<file path="config.mk">
export PLATFORM = sky130hd
export DESIGN_NAME = edf_axi_arbiter
export DESIGN_NICKNAME = d
export VERILOG_FILES = /design/src/rtl/edf_pkg.sv /design/src/rtl/edf_min_select.sv /design/src/rtl/edf_axi_arbiter.sv
export SDC_FILE = /design/constraint.sdc
export NUM_CORES = 1
export LEC_CHECK = 0
export BUFFER_PORTS_ARGS = -buffer_cell sky130_fd_sc_hd__buf_2
export CAP_MARGIN = 20
export CORE_ASPECT_RATIO = 0.6
export CORE_MARGIN = 2
export CORE_UTILIZATION = 46
export CTS_CLUSTER_DIAMETER = 120
export DETAILED_ROUTE_END_ITERATION = 7
export PLACE_DENSITY = 0.69
export SLEW_MARGIN = 10
export SYNTH_ARGS = -nofsm -noshare
export SYNTH_HDL_FRONTEND = slang
export SYNTH_SLANG_ARGS = --single-unit
</file>
<file path="constraint.sdc">
create_clock -name ACLK -period 12.2 [get_ports ACLK]
set_input_delay 1.22 -clock ACLK [delete_from_list [all_inputs] [get_ports ACLK]]
set_output_delay 1.22 -clock ACLK [all_outputs]
set_load 0.01 [all_outputs]
</file>
<file path="src/rtl/edf_pkg.sv">
// Shared types and helpers for the EDF arbiter: FSM states, index width and
// wrap-safe timestamp ordering.
package edf_pkg;

    typedef enum logic [1:0] {
        IDLE = 2'd0,
        ARB  = 2'd1,
        BUSY = 2'd2
    } edf_state_t;

    // Widest timestamp the ordering helper supports.
    localparam int TS_MAX_W = 32;

    function automatic int idx_width(input int n);
        return (n > 1) ? $clog2(n) : 1;
    endfunction

    // a is earlier than b when (a - b) mod 2^w has its sign bit set.
    function automatic logic ts_earlier(
        input logic [TS_MAX_W-1:0] a,
        input logic [TS_MAX_W-1:0] b,
        input int                  w
    );
        logic [TS_MAX_W-1:0] diff;
        diff = a - b;
        return diff[w-1];
    endfunction

endpackage

</file>
<file path="src/rtl/edf_min_select.sv">
// Combinational minimum-deadline selection over the pending requesters.
// Equal deadlines resolve to the lower index.
module edf_min_select
    import edf_pkg::*;
#(
    parameter int  N     = 4,
    parameter int  TS_W  = 16,
    localparam int IDX_W = idx_width(N)
) (
    input  logic [N-1:0]           pending,
    input  logic [N-1:0][TS_W-1:0] deadline,
    output logic [IDX_W-1:0]       winner,
    output logic                   found
);

    localparam int LEAVES = 1 << IDX_W;
    localparam int NODES  = 2 * LEAVES - 1;

    // Heap-ordered tree: node k has children 2k+1 (lower indices) and 2k+2.
    logic             node_v   [NODES];
    logic [IDX_W-1:0] node_idx [NODES];
    logic [TS_W-1:0]  node_dl  [NODES];

    always_comb begin
        for (int k = 0; k < NODES; k++) begin
            node_v[k]   = 1'b0;
            node_idx[k] = '0;
            node_dl[k]  = '0;
        end
        for (int i = 0; i < N; i++) begin
            node_v[LEAVES-1+i]   = pending[i];
            node_idx[LEAVES-1+i] = IDX_W'(i);
            node_dl[LEAVES-1+i]  = deadline[i];
        end
        // The right child only wins when strictly earlier, keeping ties on the left.
        for (int k = LEAVES - 2; k >= 0; k--) begin
            if (node_v[2*k+2] &&
                (!node_v[2*k+1] ||
                 ts_earlier(TS_MAX_W'(node_dl[2*k+2]), TS_MAX_W'(node_dl[2*k+1]), TS_W))) begin
                node_v[k]   = 1'b1;
                node_idx[k] = node_idx[2*k+2];
                node_dl[k]  = node_dl[2*k+2];
            end else begin
                node_v[k]   = node_v[2*k+1];
                node_idx[k] = node_idx[2*k+1];
                node_dl[k]  = node_dl[2*k+1];
            end
        end
        winner = node_idx[0];
        found  = node_v[0];
    end

endmodule

</file>
<file path="src/rtl/edf_axi_arbiter.sv">
// Earliest-Deadline-First arbiter sharing one downstream AXI master between N
// requesters; non-preemptive, grant held until txn_done.
module edf_axi_arbiter
    import edf_pkg::*;
#(
    parameter int  N          = 4,
    parameter int  TS_W       = 16,
    parameter int  DEF_PERIOD = 100,
    parameter int  CNT_W      = 16,
    localparam int IDX_W      = idx_width(N)
) (
    input  logic             ACLK,
    input  logic             ARESETN,
    input  logic [N-1:0]     req_valid,
    output logic [N-1:0]     req_ready,
    output logic             grant_valid,
    output logic [IDX_W-1:0] grant_id,
    input  logic             txn_done,
    input  logic             cfg_we,
    input  logic [IDX_W-1:0] cfg_idx,
    input  logic [TS_W-1:0]  cfg_period,
    output logic             miss_pulse,
    output logic [CNT_W-1:0] miss_count
);

    edf_state_t             state;
    edf_state_t             state_nxt;
    logic [TS_W-1:0]        now;
    logic [N-1:0]           pending;
    logic [N-1:0][TS_W-1:0] deadline;
    logic [N-1:0][TS_W-1:0] period;
    logic [IDX_W-1:0]       winner;
    logic                   found;
    logic                   winner_late;
    logic                   do_grant;
    logic                   do_release;

    function automatic logic [CNT_W-1:0] sat_inc(input logic [CNT_W-1:0] v);
        return (v == {CNT_W{1'b1}}) ? v : v + 1'b1;
    endfunction

    assign req_ready = ~pending;

    edf_min_select #(
        .N    (N),
        .TS_W (TS_W)
    ) u_min_select (
        .pending  (pending),
        .deadline (deadline),
        .winner   (winner),
        .found    (found)
    );

    assign winner_late = ts_earlier(TS_MAX_W'(deadline[winner]), TS_MAX_W'(now), TS_W);

    always_comb begin
        state_nxt  = state;
        do_grant   = 1'b0;
        do_release = 1'b0;
        unique case (state)
            IDLE: if (|pending) state_nxt = ARB;
            ARB: begin
                if (found) begin
                    state_nxt = BUSY;
                    do_grant  = 1'b1;
                end else begin
                    state_nxt = IDLE;
                end
            end
            BUSY: begin
                if (txn_done) begin
                    state_nxt  = IDLE;
                    do_release = 1'b1;
                end
            end
            default: state_nxt = IDLE;
        endcase
    end

    always_ff @(posedge ACLK or negedge ARESETN) begin
        if (!ARESETN) begin
            state <= IDLE;
            now   <= '0;
        end else begin
            state <= state_nxt;
            now   <= now + 1'b1;
        end
    end

    // Capture uses the period value from before any same-cycle config write.
    always_ff @(posedge ACLK or negedge ARESETN) begin
        if (!ARESETN) begin
            pending  <= '0;
            deadline <= '0;
        end else begin
            for (int i = 0; i < N; i++) begin
                if (req_valid[i] && req_ready[i]) begin
                    pending[i]  <= 1'b1;
                    deadline[i] <= now + period[i];
                end else if (do_release && (grant_id == IDX_W'(i))) begin
                    pending[i] <= 1'b0;
                end
            end
        end
    end

    always_ff @(posedge ACLK or negedge ARESETN) begin
        if (!ARESETN) begin
            for (int i = 0; i < N; i++) period[i] <= TS_W'(DEF_PERIOD);
        end else if (cfg_we && (int'(cfg_idx) < N)) begin
            period[cfg_idx] <= cfg_period;
        end
    end

    always_ff @(posedge ACLK or negedge ARESETN) begin
        if (!ARESETN) begin
            grant_valid <= 1'b0;
            grant_id    <= '0;
            miss_pulse  <= 1'b0;
            miss_count  <= '0;
        end else begin
            miss_pulse <= 1'b0;
            if (do_grant) begin
                grant_valid <= 1'b1;
                grant_id    <= winner;
                if (winner_late) begin
                    miss_pulse <= 1'b1;
                    miss_count <= sat_inc(miss_count);
                end
            end else if (do_release) begin
                grant_valid <= 1'b0;
            end
        end
    end

endmodule

</file>
* After elaboration in Yosys (flattened, before gate mapping)
Index checks and enable logic that the tools add are counted.
** Cells by class
- $add $sub $neg :: 10
- Magnitude comparators :: 3
- Equality and inequality tests :: 8
- Mux-type cells :: 33
- Bitwise operators :: 2
- Reduce and logical (&&, ||, !) cells :: 28
** Operators with widths (number)
- 16-bit adder :: 4
- 64-bit bitwise mux :: 1
- 16-bit 2-to-1 mux :: 4
- 16-bit subtractor :: 4
- 16-bit by 1-bit adder with 16-bit output, second input constant :: 2
- 16-bit binary-select mux with 2-bit select :: 1
- 16-bit demux with 2-bit select :: 1
- 1-bit 2-to-1 mux :: 21
- 16-bit == test, second input constant :: 1
- 1-bit logical AND :: 12
- 2-bit nonzero test :: 5
- 2-bit 2-to-1 mux :: 4
- 2-bit == test, second input constant :: 3
- 2-bit by 3-bit < comparator with 1-bit output, second input constant :: 2
- 2-bit case mux with 3 select lines :: 1
- 2-bit by 1-bit == test with 1-bit output, second input constant :: 2
- 2-bit logical NOT :: 2
- 2-bit inequality test, second input constant :: 2
- 4-bit inverter :: 1
- 4-bit OR reduction :: 1
- 1-bit logical NOT :: 3
- 1-bit logical OR :: 3
- 3-bit AND reduction :: 1
- 2-bit by 1-bit greater-or-equal comparator with 1-bit output, second input constant :: 1
- 2 further kinds :: 2
** Storage, ports and cells
- Bits in registers :: 170
- Bits of input ports :: 26
- Output and inout bits :: 24
- Logic and storage cells :: 102

* Logic depth before layout (Yosys ltp)
Gate-level depths: netlist of the first run.
- Depth after elaboration :: 13
- Depth in mapped cells :: 38
- Gate-level depth less buffers :: 34

* By module
From an unflattened synthesis of the first run, not the netlist that was laid out.
** Second synthesis, totals
- Cells, all modules :: 1180
- Area, all modules :: 11644.9 um^2
** By module, submodules not included
- edf_axi_arbiter :: instances 1, cells each 972, area each 9992.1 um^2
- edf_min_select :: instances 1, cells each 208, area each 1652.8 um^2

* Worst setup path after synthesis of the first run
No wires, ideal clock.
- Path type :: reg2reg
- From :: register deadline[4] in the netlist's numbering
- To :: register miss_count[10]
- Data arrival time :: 7.069 ns
- Path slack :: 5.005 ns
- Cell stages (with the launch flop) :: 38
- Buffers on the path :: 3
- Period minus slack after synthesis :: 7.195 ns
- Cell sequence :: dfrtp_1 -> inv_1 -> ha_1 -> a21oi_1 -> o21ai_0 -> a21oi_1 -> or4_4 -> o2111ai_4 -> clkbuf_1 -> mux2i_1 -> ha_1 -> a21o_1 -> a21o_1 -> a211oi_1 -> o31a_1 -> nand2_1 -> nor2_1 -> or4b_4 -> (+2 left out) -> and2_1 -> clkbuf_1 -> a22oi_1 -> o22ai_1 -> ha_1 -> a21oi_1 -> nor2b_1 -> o21ai_0 -> nand2b_1 -> a21oi_1 -> nor2b_1 -> o21ai_0 -> nand2b_1 -> a21oi_1 -> nand3_2 -> xnor2_2 -> or4_1 -> xnor2_1
** On the way
- Longest elaborated chain between the ends :: 12
- Elaborated cells on any way between the ends :: 18
- Those cells by class :: add/sub: 3; mux: 9; reduce/logical: 6
** Ends and longest elaborated chain
- start: declaration :: RTL line edf_axi_arbiter.sv:30 : logic [N-1:0][TS_W-1:0] deadline;
- start signal: indexed assignment :: RTL line edf_axi_arbiter.sv:99 : deadline[i] <= now + period[i];
- 16-bit subtractor :: RTL line edf_pkg.sv:25 : diff = a - b;
- 1-bit logical OR :: RTL line edf_min_select.sv:38 : (!node_v[2*k+1] ||
- 1-bit logical AND :: RTL line edf_min_select.sv:37 : if (node_v[2*k+2] &&
- 16-bit 2-to-1 mux / 1-bit 2-to-1 mux (equally long branches) :: RTL line edf_min_select.sv:37
- 16-bit subtractor / 1-bit logical NOT (equally long branches) :: RTL line edf_pkg.sv:25, edf_min_select.sv:38
- 1-bit logical OR :: RTL line edf_min_select.sv:38
- 1-bit logical AND :: RTL line edf_min_select.sv:37
- 2-bit 2-to-1 mux :: RTL line edf_min_select.sv:37
- 16-bit binary-select mux with 2-bit select :: RTL line edf_axi_arbiter.sv:54 : assign winner_late = ts_earlier(TS_MAX_W'(deadline[winner]), TS_MAX_W'(now), TS_W);
- 16-bit 2-to-1 mux (not written as such) :: RTL line edf_axi_arbiter.sv:54
- 16-bit subtractor :: RTL line edf_pkg.sv:25
- 3-bit AND reduction (no line) (*)
- end signal: assignment :: RTL line edf_axi_arbiter.sv:128 : miss_count <= sat_inc(miss_count);
- end: declaration :: RTL line edf_axi_arbiter.sv:23 : output logic [CNT_W-1:0] miss_count
Every way passes the cells marked *; elsewhere a longest branch is shown, timed or not. The select of a mux whose other input is x is not followed.
A chain may end at the register's enable or synchronous reset.

* Worst setup path in the final report of the first run
- From :: register deadline[40] in the netlist's numbering
- To :: register miss_count[1]
** On the way
- Longest elaborated chain between the ends :: 12
- Elaborated cells on any way between the ends :: 17
- Those cells by class :: add/sub: 3; mux: 9; reduce/logical: 5
** Ends and longest elaborated chain (RTL line)
- 16-bit subtractor :: edf_pkg.sv:25
- 1-bit logical OR :: edf_min_select.sv:38
- 1-bit logical AND :: edf_min_select.sv:37
- 16-bit 2-to-1 mux :: edf_min_select.sv:37
- 16-bit subtractor :: edf_pkg.sv:25
- 1-bit logical OR :: edf_min_select.sv:38
- 1-bit logical AND :: edf_min_select.sv:37
- 2-bit 2-to-1 mux :: edf_min_select.sv:37
- 16-bit binary-select mux with 2-bit select :: edf_axi_arbiter.sv:54
- 16-bit 2-to-1 mux (not written as such) :: edf_axi_arbiter.sv:54
- 16-bit subtractor :: edf_pkg.sv:25
- 3-bit AND reduction (no line) (*)
Marked as above.

==> impl_metrics.csv, run 1 <==
group,metric,value,unit
floorplan,design.core.area,24170,um2
timing,period_share,0.7358,
clock_tree,clock-root-buffer,"clkbuf_16",
run_status,status,"finished, final reports clean",
placement,numPortBuffers,49,
clock_tree,clkTransAtPathRegs,60,ps
timing,hold_viol,0,
yosys,avgSynthCellArea,9.588,um2
yosys,ys_types,63,
yosys,postSynth.asyncResetShare,1.000,
timing,fmax,111.4,MHz
route,dr_total_vias,8972,
worst_setup_path,crit_path_end_kind,"flip-flop",
route,dr.first_iter.drc_count,866,
grt,antenna_found_initial,0,
yosys,synth-seq-area-share,0.3770,
floorplan,dieWidth,206.6,um
yosys,synth_xor_area_frac,0.05160,
worst_setup_path,critPathMaxStageDelay,900,ps
placement,routabilityCongestion,0.9206,
yosys,synth_largest_area_cell,"dfrtp_1",
worst_hold_path,whs_path_depth,1,
worst_setup_path,r2r_start,"deadline[40]",
floorplan,die_area,25930,um2
floorplan,die_y,125.5,um
yosys,netlist_area,11320,um2
worst_setup_path,r2r_slack,3220,ps
clock_tree,cts_buffers,17,
clock_tree,tritoncts,"done",
yosys,synth_nets,1329,
final_layout,n_antenna_cell,0,
yosys,yosys_warnings,0,
floorplan,initial_utilization,0.4685,
worst_setup_path,crit_path_start_kind,"flip-flop",
clock_tree,clock_sinks,170,
yosys,synth.most_common_cell,"dfrtp_1",
grt,grt_pass1_vias,8542,
clock_tree,clk_latency,450,ps
timing,rsz0062_at_grt,"no",
yosys,synth_area_leaders,"dfrtp_1 35%, ha_1 13%, mux2_2 8.1%",
yosys,synth-edff-count,0,
yosys,synth_mux_area_frac,0.1127,
yosys,synth_adder_area_share,0.1375,
worst_setup_path,crit_required,12530,ps
final_layout,area_growth,10.50,%
clock_tree,cts_resized,0,
placement,dp_cells,1532,
yosys,synth_top_area_frac,0.3492,
yosys,synthFlopType,"dfrtp_1",
worst_hold_path,hold_path.class,"flip-flop to flip-flop",
timing,slew_violations,0,
route,ant_nets,0,
worst_setup_path,r2r-end,"miss_count[1]",
timing,period_needed,8977,ps
grt,grt_first_pass_wirelength,49420,um
route,remaining_drc_errors,0,
placement,dp_hpwl,23490,um
final_layout,num-nets-final,1377,
timing,setup_tns,0,ps
route,firstDrtPassIters,6,
final_layout,drive_above_1_share,0.1554,
job,max_cap_viol_count,0,
yosys,synth-seq-cells,170,
floorplan,rows,44,
route,wl,30790,um
timing,setup_violations,0,
timing,max_slew.worst_pin.slew,1061,ps
clock_tree,cts_max_level,4,
grt,grtUsageTotal,0.2515,
worst_setup_path,critPathArrivalTime,9310,ps
worst_setup_path,cp_slowest_cell,"o2111ai_2",
clock_tree,clockBufferDepth,2,
worst_setup_path,rr_worst_depth,32,
floorplan,io_pins,50,
worst_setup_path,critPathKind,"flip-flop to flip-flop",
worst_setup_path,path_max_fanout,26,
route,vias_per_cell,5.737,
yosys,synth_top_family_by_area,"compound AO/OA/AOI/OAI gates",
grt,globalRouteOverflowTotal,0,
yosys,synth_compound_area_frac,0.1474,
clock_tree,postCtsSetupBuffers,0,
timing,slew_headroom,0.2924,
clock_tree,hold_buffers,0,
worst_hold_path,hold_end,"state[0]",
yosys,synth_commonest_cells,"158 x dfrtp_1, 120 x nand2_1, 118 x ha_1",
yosys,syn_inst,1181,
placement,dpl-instance-area,11930,um2
route,wl_per_cell,19.68,um
final_layout,fin_area,12510,um2
final_layout,final_cells,1564,
yosys,synth-simple-area-share,0.1249,
timing,fin_skew,9.915,ps
worst_hold_path,hold_start,"state[0]",
grt,grt_max_degree,64,
## how the worst max path moves through the flow
stage	start	end
floorplan	deadline[4]	miss_count[10]
global placement	deadline[40]	miss_count[1]
detailed placement	deadline[40]	miss_count[1]
CTS	deadline[40]	miss_count[1]
global route	deadline[40]	miss_count[1]
finish	deadline[40]	miss_count[1]
## flip-flops by register name, indices dropped and copies added (netlist names)
register / flops
period: 64
miss_pulse: 1
pending: 4
miss_count: 16
now: 16
grant_id: 2
state: 2
deadline: 64
grant_valid: 1
## final cells by class
cell class	count	area [um2]
fillers	2247	11660
multi-input cells	868	6505
flip-flops and latches	170	4269
clock buffers	24	461.7
inverters	112	420.4
well taps	322	402.9
repair buffers	60	334.1
clock inverters	8	118.9
## placed cells by master (no fill, tap or decap), types with 12 or more instances in the layout
| cell type | count |
|---|---|
| dfrtp_1 | 158 |
| nand2_1 | 120 |
| ha_1 | 118 |
| inv_1 | 110 |
| o21ai_0 | 91 |
| mux2_2 | 81 |
| a21oi_1 | 73 |
| nor2_1 | 49 |
| buf_2 | 48 |
| xnor2_1 | 39 |
| mux2i_1 | 33 |
| nand3_1 | 24 |
| xor2_1 | 24 |
| o31ai_1 | 21 |
| nor3_1 | 19 |
| nand4_1 | 18 |
| clkbuf_16 | 17 |
| a21boi_0 | 14 |
| dfstp_2 | 12 |
## worst max-delay path, delay by kind of cell (launching register included)
kind	cells	cell delay, ps
simple gates	12	2730
compound gates	13	3310
fa+ha+maj	3	900
mux	2	760
flops	1	440
xor+xnor	1	620
buf+inv	1	70
## layer usage
metal,vias to the layer above,share of wire,track usage
met1,4351,0.54,0.4222
met3,16,0.093,0.06726
met4,0,0.0067,0.05798
met2,284,0.36,0.3049
met5,-,0,0
li1,4321,-,-
## metrics by stage
step             util  hold slack (ps)  worst slack (ps)
2_1_floorplan       -            415.7              5005
3_3_place_gp   0.4937            431.0              3579
3_5_place_dp   0.4937            437.9              3428
4_1_cts        0.5177            446.2              3386
5_1_grt        0.5177            468.4              2611
6_report       0.5177            446.5              3223
## logic make-up after synthesis
logic type | after synthesis
AO/OA/AOI/OAI | 270
XOR/XNOR | 65
adder cells (fa/ha/maj) | 122
buffers and inverters | 143
flip-flops | 170
multiplexers | 117
AND/OR/NAND/NOR | 294
Power of run 1 is left out: the tool's default activity adds up to more than one toggle a clock period on the data nets, which glitch-free logic cannot reach.
==> inputs of run 2 (changes only) <==
Settings changed: PLACE_DENSITY 0.69 to 0.72.
Clock period 12.2 ns to 7.3 ns, I/O delays scaled along.
==> impl_metrics.csv, run 2 (synthesis gave the netlist of run 1 again) <==
group,metric,value,unit
run_status,status,"finished, final reports clean",
final_layout,n_antenna_cell,0,
route,vias_per_cell,5.851,
floorplan,io_pins,50,
worst_setup_path,crit_path_end_kind,"flip-flop",
timing,period_needed,7163,ps
timing,max_slew.worst_pin.slew,789.6,ps
worst_setup_path,cp_slowest_cell,"or4_1",
grt,grtUsageTotal,0.2617,
final_layout,final_common_cell,"dfrtp_1",
worst_setup_path,critPathMaxStageDelay,530,ps
clock_tree,clockBufferDepth,2,
floorplan,design.core.area,24170,um2
job,max_cap_viol_count,0,
timing,setup_violations,0,
floorplan,initial_utilization,0.4685,
clock_tree,cts_max_level,4,
final_layout,utilization,0.5542,
final_layout,fin_area,13390,um2
clock_tree,tritoncts,"done",
route,ant_nets,0,
worst_setup_path,path_max_fanout,6,
worst_setup_path,crit_top_cell,"ha_1",
timing,setup_tns,0,ps
worst_setup_path,worst-path-buf-inv,2,
route,dr.first_iter.drc_count,1095,
final_layout,fill_cells,2136,
timing,hold_viol,0,
timing,fmax,139.6,MHz
timing,rsz0062_at_grt,"yes",
route,wl,33570,um
floorplan,die_y,125.5,um
final_layout,area_growth,18.28,%
timing,period_share,0.9813,
floorplan,dieWidth,206.6,um
grt,antenna_found_initial,0,
final_layout,num-nets-final,1456,
worst_setup_path,r2r_slack,140,ps
worst_setup_path,crit_family,"simple AND/OR/NAND/NOR gates",
route,remaining_drc_errors,0,
timing,slew_headroom,0.4736,
placement,numPortBuffers,49,
worst_setup_path,critPathKind,"flip-flop to flip-flop",
clock_tree,clock-root-buffer,"clkbuf_16",
grt,grt_pass1_vias,8890,
timing,slew_violations,0,
placement,dpl-instance-area,12430,um2
clock_tree,clk_latency,460,ps
worst_setup_path,crit_path_start_kind,"flip-flop",
grt,globalRouteOverflowTotal,0,
floorplan,rows,44,
worst_setup_path,r2r_start,"deadline[62]",
timing,fin_skew,8.650,ps
placement,routabilityCongestion,0.9828,
worst_setup_path,crit_required,7640,ps
route,firstDrtPassIters,5,
route,wl_per_cell,20.43,um
worst_setup_path,cp-startpoint,"deadline[62]",
placement,post-place-ws,-81.41,ps
route,dr_total_vias,9614,
final_layout,drive_above_1_share,0.2385,
grt,grt_first_pass_wirelength,50890,um
final_layout,top_regs,"deadline x64, period x64",
floorplan,die_area,25930,um2
timing,worst_slack,136.7,ps
grt,grt_max_degree,63,
clock_tree,cts_buffers,17,
clock_tree,clock_sinks,170,
final_layout,layout_common_cells,"158 x dfrtp_1, 117 x nand2_1, 113 x ha_1",
placement,dp_hpwl,25400,um
worst_setup_path,critPathArrivalTime,7510,ps
clock_tree,clkTransAtPathRegs,70,ps
worst_hold_path,hold_path.class,"primary input to asynchronous set/reset pin",
==> run 2: changes by cell type in the layout (fill, tap and decap cells not counted), moves of 5 or more <==
cell	delta
buf_6	+5
ha_1	-5
ha_4	+5
buf_4	+73
clkbuf_8	+6
==> run 2: what timing repair did <==
action	CTS	global route
hold buffers	0	0
resized for setup	4	50
pin swaps	0	20
buffers inserted	0	14
endpoints found under the setup margin	10	17
endpoints found under the hold margin	0	0
==> run 2: layout make-up <==
type                            instances  area, um2  area share
Clock inverter                          5      33.78    0.002522
Sequential cell                       170       4269      0.3188
Tap cell                              322      402.9     0.03008
Inverter                              112      420.4     0.03139
Timing Repair Buffer                  139      958.4     0.07156
Clock buffer                           27      533.0     0.03980
Multi-Input combinational cell        868       6775      0.5059
==> run 2: worst paths after layout <==
check                            endpoint  cells after the start
min reg2reg                      state[0]                      1
max                        miss_count[10]                     27
max in group asynchronous      period[42]                      2
min                        miss_count[12]                      1
min in group ACLK                state[0]                      1
max reg2reg                miss_count[10]                     27
==> run 2: metrics by stage <==
step	hold slack, ps	std cells
after floorplan	415.7	1181
after global placement	433.2	1597
after detailed placement	443.0	1597
after CTS	273.0	1629
after global routing	284.9	1643
final	252.6	1643
==> run 2: per-layer routing <==
layer  vias up  wire (um)  GRT usage
met5         -          0          0
met2       407      12520     0.3211
met1      4709      16720     0.4169
li1       4471          -          -
met4         0        303    0.05126
met3        27       4021     0.1056
Power of run 2 is left out for the same reason.
